`src/rtl/btn_step_gen_if.sv`:
```
// Button-step bundle: raw button in, debounced level / step strobe / step clock / count out.
interface btn_step_gen_if #(
   parameter int unsigned CNT_W = 16
);
   logic             btn;
   logic             btn_level;
   logic             step_pulse;
   logic             step_clk;
   logic [CNT_W-1:0] step_count;
   logic             busy;

   // Board side: drives the button, observes the step outputs
   modport master (
      output btn,
      input  btn_level, step_pulse, step_clk, step_count, busy
   );

   // Step generator side
   modport slave (
      input  btn,
      output btn_level, step_pulse, step_clk, step_count, busy
   );
endinterface

```
`src/rtl/btn_step_gen.sv`:
```
// Push-button to single-step clock: 2-flop sync, debounce, press detect and a
// fixed-width step_clk pulse per press.
// Optional auto-repeat while held: define BTN_STEP_AUTOREPEAT_EN.
module btn_step_gen #(
   parameter int unsigned DEBOUNCE_CYCLES  = 1000000,
   parameter int unsigned STEP_HIGH_CYCLES = 8,
   parameter int unsigned CNT_W            = 16
`ifdef BTN_STEP_AUTOREPEAT_EN
   ,
   parameter int unsigned REPEAT_DELAY     = 50000000,
   parameter int unsigned REPEAT_PERIOD    = 10000000
`endif
) (
   input logic           clk_100MHz,
   input logic           rst,
   btn_step_gen_if.slave bus
);

   localparam int unsigned DB_W = (DEBOUNCE_CYCLES > 1) ? $clog2(DEBOUNCE_CYCLES) : 1;
   localparam int unsigned HI_W = (STEP_HIGH_CYCLES > 1) ? $clog2(STEP_HIGH_CYCLES) : 1;
   localparam logic [DB_W-1:0] DB_LAST = DB_W'(DEBOUNCE_CYCLES - 1);
   localparam logic [HI_W-1:0] HI_LOAD = HI_W'(STEP_HIGH_CYCLES - 1);

   typedef enum logic [1:0] {IDLE, HIGH, WAIT_REL} state_t;

   logic [1:0]       sync_q;
   logic             btn_s;
   logic [DB_W-1:0]  db_cnt_q, db_cnt_d;
   logic             btn_level_q, btn_level_d;
   logic             btn_level_dly_q;
   logic             rise;
   state_t           state_q, state_d;
   logic [HI_W-1:0]  hcnt_q, hcnt_d;
   logic             step_pulse_q, step_pulse_d;
   logic             step_clk_q, step_clk_d;
   logic [CNT_W-1:0] step_count_q, step_count_d;

`ifdef BTN_STEP_AUTOREPEAT_EN
   localparam int unsigned REP_MAX = (REPEAT_DELAY > REPEAT_PERIOD) ? REPEAT_DELAY : REPEAT_PERIOD;
   localparam int unsigned REP_W   = $clog2(REP_MAX) + 1;

   logic [REP_W-1:0] rep_cnt_q, rep_cnt_d;
   logic             rep_first_q, rep_first_d;
   logic [REP_W-1:0] rep_limit;
   logic             rep_fire;

   // Repeat interval is measured from the start of the previous step
   assign rep_limit = rep_first_q ? REP_W'(REPEAT_DELAY - 1) : REP_W'(REPEAT_PERIOD - 1);
   assign rep_fire  = (state_q == WAIT_REL) && btn_level_q && (rep_cnt_q >= rep_limit);
`endif

   assign btn_s = sync_q[1];
   assign rise  = btn_level_q & ~btn_level_dly_q;

   // Two-flop synchroniser for the asynchronous button
   always_ff @(posedge clk_100MHz or negedge rst) begin
      if (!rst) sync_q <= '0;
      else      sync_q <= {sync_q[0], bus.btn};
   end

   // Debounce: count consecutive disagreeing samples, flip level when the run is long enough
   always_comb begin
      db_cnt_d    = '0;
      btn_level_d = btn_level_q;
      if (btn_s != btn_level_q) begin
         if (db_cnt_q == DB_LAST) btn_level_d = ~btn_level_q;
         else                     db_cnt_d    = db_cnt_q + DB_W'(1);
      end
   end

   // Debounce state and delayed level for edge detection
   always_ff @(posedge clk_100MHz or negedge rst) begin
      if (!rst) begin
         db_cnt_q        <= '0;
         btn_level_q     <= 1'b0;
         btn_level_dly_q <= 1'b0;
      end else begin
         db_cnt_q        <= db_cnt_d;
         btn_level_q     <= btn_level_d;
         btn_level_dly_q <= btn_level_q;
      end
   end

   // Step FSM next-state and registered-output logic
   always_comb begin
      state_d      = state_q;
      hcnt_d       = hcnt_q;
      step_pulse_d = 1'b0;
      step_count_d = step_count_q;
      step_clk_d   = (state_q == HIGH);
`ifdef BTN_STEP_AUTOREPEAT_EN
      rep_first_d  = rep_first_q;
      rep_cnt_d    = (rep_cnt_q == '1) ? rep_cnt_q : rep_cnt_q + REP_W'(1);
      if (!btn_level_q) begin
         rep_cnt_d   = '0;
         rep_first_d = 1'b1;
      end
`endif
      unique case (state_q)
         IDLE: begin
            if (rise) begin
               state_d      = HIGH;
               step_pulse_d = 1'b1;
               step_count_d = step_count_q + CNT_W'(1);
               hcnt_d       = HI_LOAD;
`ifdef BTN_STEP_AUTOREPEAT_EN
               rep_cnt_d    = '0;
`endif
            end
         end
         HIGH: begin
            if (hcnt_q == '0) state_d = WAIT_REL;
            else              hcnt_d  = hcnt_q - HI_W'(1);
         end
         WAIT_REL: begin
            if (!btn_level_q) begin
               state_d = IDLE;
            end
`ifdef BTN_STEP_AUTOREPEAT_EN
            else if (rep_fire) begin
               state_d      = HIGH;
               step_pulse_d = 1'b1;
               step_count_d = step_count_q + CNT_W'(1);
               hcnt_d       = HI_LOAD;
               rep_cnt_d    = '0;
               rep_first_d  = 1'b0;
            end
`endif
         end
         default: state_d = IDLE;
      endcase
   end

   // Step FSM state and output registers
   always_ff @(posedge clk_100MHz or negedge rst) begin
      if (!rst) begin
         state_q      <= IDLE;
         hcnt_q       <= '0;
         step_pulse_q <= 1'b0;
         step_clk_q   <= 1'b0;
         step_count_q <= '0;
      end else begin
         state_q      <= state_d;
         hcnt_q       <= hcnt_d;
         step_pulse_q <= step_pulse_d;
         step_clk_q   <= step_clk_d;
         step_count_q <= step_count_d;
      end
   end

`ifdef BTN_STEP_AUTOREPEAT_EN
   // Auto-repeat interval counter
   always_ff @(posedge clk_100MHz or negedge rst) begin
      if (!rst) begin
         rep_cnt_q   <= '0;
         rep_first_q <= 1'b1;
      end else begin
         rep_cnt_q   <= rep_cnt_d;
         rep_first_q <= rep_first_d;
      end
   end
`endif

   assign bus.btn_level  = btn_level_q;
   assign bus.step_pulse = step_pulse_q;
   assign bus.step_clk   = step_clk_q;
   assign bus.busy       = step_clk_q;
   assign bus.step_count = step_count_q;

endmodule

```
`src/flat_wrapper.sv`:
```
// flat-port wrapper written by rule: the top's interface ports become plain ports
module btn_step_gen_flat 
#(
   parameter int unsigned DEBOUNCE_CYCLES  = 1000000,
   parameter int unsigned STEP_HIGH_CYCLES = 8,
   parameter int unsigned CNT_W            = 16

)
  (clk_100MHz, rst, bus_btn, bus_btn_level, bus_step_pulse, bus_step_clk, bus_step_count, bus_busy);
  btn_step_gen_if #(.CNT_W(CNT_W)) bus_i ();
  input logic clk_100MHz;
  input logic rst;
  input wire logic [$bits(bus_i.btn)-1:0] bus_btn;
  output wire logic [$bits(bus_i.btn_level)-1:0] bus_btn_level;
  output wire logic [$bits(bus_i.step_pulse)-1:0] bus_step_pulse;
  output wire logic [$bits(bus_i.step_clk)-1:0] bus_step_clk;
  output wire logic [$bits(bus_i.step_count)-1:0] bus_step_count;
  output wire logic [$bits(bus_i.busy)-1:0] bus_busy;
  assign bus_i.btn = bus_btn;
  assign bus_btn_level = bus_i.btn_level;
  assign bus_step_pulse = bus_i.step_pulse;
  assign bus_step_clk = bus_i.step_clk;
  assign bus_step_count = bus_i.step_count;
  assign bus_busy = bus_i.busy;
  btn_step_gen #(.DEBOUNCE_CYCLES(DEBOUNCE_CYCLES), .STEP_HIGH_CYCLES(STEP_HIGH_CYCLES), .CNT_W(CNT_W)) u_core (.clk_100MHz(clk_100MHz), .rst(rst), .bus(bus_i));
endmodule
```
`config.mk`:
```
export PLATFORM = sky130hd
export DESIGN_NAME = btn_step_gen_flat
export DESIGN_NICKNAME = d
export VERILOG_FILES = /design/src/rtl/btn_step_gen_if.sv /design/src/rtl/btn_step_gen.sv /design/src/flat_wrapper.sv
export SDC_FILE = /design/constraint.sdc
export NUM_CORES = 1
export LEC_CHECK = 0
export ABC_AREA = 0
export BUFFER_PORTS_ARGS = -buffer_cell sky130_fd_sc_hd__buf_2
export CORE_MARGIN = 2
export CORE_UTILIZATION = 62
export DETAILED_ROUTE_END_ITERATION = 10
export PLACE_DENSITY = 0.84
export SLEW_MARGIN = 15
export SYNTH_ARGS = -nofsm -noshare
export SYNTH_HDL_FRONTEND = slang
export SYNTH_SLANG_ARGS = --single-unit
```
`constraint.sdc`:
```
create_clock -name clk_100MHz -period 3.2 [get_ports clk_100MHz]
set_input_delay 0.16 -clock clk_100MHz [delete_from_list [all_inputs] [get_ports clk_100MHz]]
set_output_delay 0.16 -clock clk_100MHz [all_outputs]
set_load 0.005 [all_outputs]
```
==> run metrics <==
status=complete, no violations; crit end category=register; Final min period=1990 ps; HP Class=primary input to async pin; setup bufs post-CTS=0; layout cells sized above 1=0.164; Die H=about 63 um; vias in the first global route=between 1000 and 1500; I/O Buffers=22; # DRC=0; antenna diode count=0; P_leak=1.11 nW; Yosys reg bits=47; post-route cell area=2340 sq um; Die ar.=a little under 4000 sq um; cells after synthesis=between 150 and 200; hpwl dp=between 2 and 3 mm; layout filler cell count=about 260; Total GRT Usage=0.215; gr ovfl total=0; Worst Tran Pin Value=660 ps; CP Data Arrival Time=between 2000 and 2500 ps; CTS tree=done; clock root buffer=clkbuf_4; antenna-violating nets left=0; clk slew on worst S/H paths=between 100 and 150 ps; pins over their slew limit=0; max-cap violations=0; synthesized cell area=approximately 2100 sq um; Final GP Congestion=between 0.8 and 0.9; VDD IR max=between 0.2 and 0.3 mV; fmax=about 500 MHz; CTS Sinks=47; crit path max fanout=10; # IOs=23; top cells by area, synth=dfrtp_1 55%, xnor2_1 9.9%, nor2_1 3.5%; area leader, netlist=dfrtp_1; critical path class=register to register; clock skew=about 6.5 ps; dpl cell area=between 2000 and 2500 sq um; Chip Width=around 63 um; DR iter-0 viols=between 70 and 80; Synth top area share=0.554; WP data required=about 3500 ps; nets@finish=between 200 and 250; Layout Cells excl Fill=around 270; Worst-Skew Late Latency=360 ps; placed cell count=around 260; H-tree lvl count=2; Core Region=~3300 sq um; Yosys warnings=0; setup TNS=0 ps; Final Power=around 0.88 mW; Avg Inst Size Synth=10.7 sq um; DR vias=~1500; Placement Rows=21; RSZ-0062 raised after global routing=no; period utilization=0.622; maximum clock path buffer count=2; Net Count, Synth=just over 200; largest net degree at the start of global routing=between 40 and 50; Startpoint Class=register; first-pass GRT wire length=6.50 mm; Detail Route met2 WL=1.76 mm; pwr dens=roughly 370 nW/um^2; Hold-fix buffers, CTS=2; antenna violations before repair=0; Starting Density=0.641; Vias/cell=5.37; clock buffer count from CTS=5; total wire length=~3.7 mm; WL met3=119 um; synth unique cells=32; post-DR wirelength/cell=13.6 um; Final Hold Vio Count=0; max_slew headroom=0.556; post-synthesis sequential area ratio=0.554; max layer used=met4; Setup violations, final=0; post-CTS sizing=0; area delta synth->final=10.3%; M1 wire length=between 1.5 and 2 mm; DR pass1 iterations=4
==> state kept, by name, summed over array words and instances, names as in the netlist <==
register	cells
u_core.bus.busy	1
u_core.state_q	2
u_core.bus.btn_level	1
u_core.db_cnt_q	20
u_core.btn_level_dly_q	1
u_core.hcnt_q	3
u_core.sync_q	2
u_core.bus.step_pulse	1
u_core.bus.step_count	16
==> power by group <==
part	internal, mW	total (mW)	switching (mW)	leakage (nW)
Clock	0.0784	0.249	0.170	0.0242
Combinational	0.00711	0.0250	0.0179	0.441
Sequential	0.598	0.602	0.00365	0.650
Total	0.684	0.875	0.192	1.11
==> layer usage <==
metal	up-vias	track usage
met3	8	0.0703
met2	23	0.339
li1	729	-
met5	-	0
met1	694	0.284
met4	0	0.0694
==> through the flow <==
step	setup slack, ps	utilization	hold WS [ps]
detailed placement	1240	0.688	270
floorplan	1450	-	-136
CTS	1220	0.706	371
global route	1090	0.707	385
global placement	1320	0.688	268
finish	1210	0.707	337
==> final timing paths <==
path	startpoint	end	slack (ps)	cells after the start
max	u_core.bus.btn_level	u_core.bus.step_count[7]	1210	4
min	rst	u_core.db_cnt_q[9]	340	2
max reg2reg	u_core.bus.btn_level	u_core.bus.step_count[7]	1210	4
min reg2reg	u_core.sync_q[0]	u_core.sync_q[1]	370	0
max in group asynchronous	rst	u_core.bus.step_count[1]	2490	2
min in group clk_100MHz	u_core.sync_q[0]	u_core.sync_q[1]	370	0
==> cells in the mapped netlist <==
library cell  instances
dfrtp_1              47
xnor2_1              24
nor2_1               20
nand2_1              17
nand3_1              13
inv_1                11
nand4_1              10
nor4_1                7
xor2_1                6
nor3_1                5
ha_1                  4
o21ai_0               4
a21oi_1               3
and3_1                3
or3_1                 3
clkbuf_1              2
mux2_2                2
nand3b_1              2
nor2_2                2
a211o_1               1
a31o_2                1
and2b_1               1
buf_4                 1
buf_6                 1
nor3_2                1
nor4_4                1
nor4b_1               1
o211ai_1              1
o31ai_1               1
or3_4                 1
or4_1                 1
or4b_1                1
==> cell type report <==
class                           instances  area, sq um  share of cell area
Sequential cell                        47         1180               0.502
Multi-Input combinational cell        136          885               0.378
Timing Repair Buffer                   25          140              0.0599
Tap cell                               46         57.6              0.0246
Clock buffer                            6         41.3              0.0176
Inverter                               11         41.3              0.0176
==> critical path, cell delays in order, from the launching register on <==
cell and delay, ps:
dfrtp_1 480, or4b_1 690, or3_4 490, nor2_2 110, xor2_1 160
==> kinds of logic (layout without fill, tap and decap cells) <==
| family | after synthesis | after routing | share of synthesized area |
|---|---|---|---|
| compound gates | 11 | 11 | 0.0318 |
| xor+xnor | 30 | 30 | 0.124 |
| fa+ha+maj | 4 | 4 | 0.0236 |
| buf+inv | 15 | 42 | 0.0318 |
| flops | 47 | 47 | 0.554 |
| mux | 2 | 2 | 0.0106 |
| simple gates | 89 | 89 | 0.225 |
==> layout by cell type, fill, tap and decap left out, types with 4 or more instances in the layout <==
| cell | synthesis | layout |
|---|---|---|
| clkbuf_4 | 0 | 5 |
| nand3_1 | 13 | 13 |
| nor3_1 | 5 | 5 |
| buf_2 | 0 | 21 |
| nor4_1 | 7 | 7 |
| xnor2_1 | 24 | 24 |
| nand2_1 | 17 | 17 |
| inv_1 | 11 | 11 |
| nand4_1 | 10 | 10 |
| o21ai_0 | 4 | 4 |
| xor2_1 | 6 | 6 |
| ha_1 | 4 | 4 |
| dfrtp_1 | 47 | 47 |
| nor2_1 | 20 | 20 |
No activity file was read; power rests on OpenSTA's default activity.
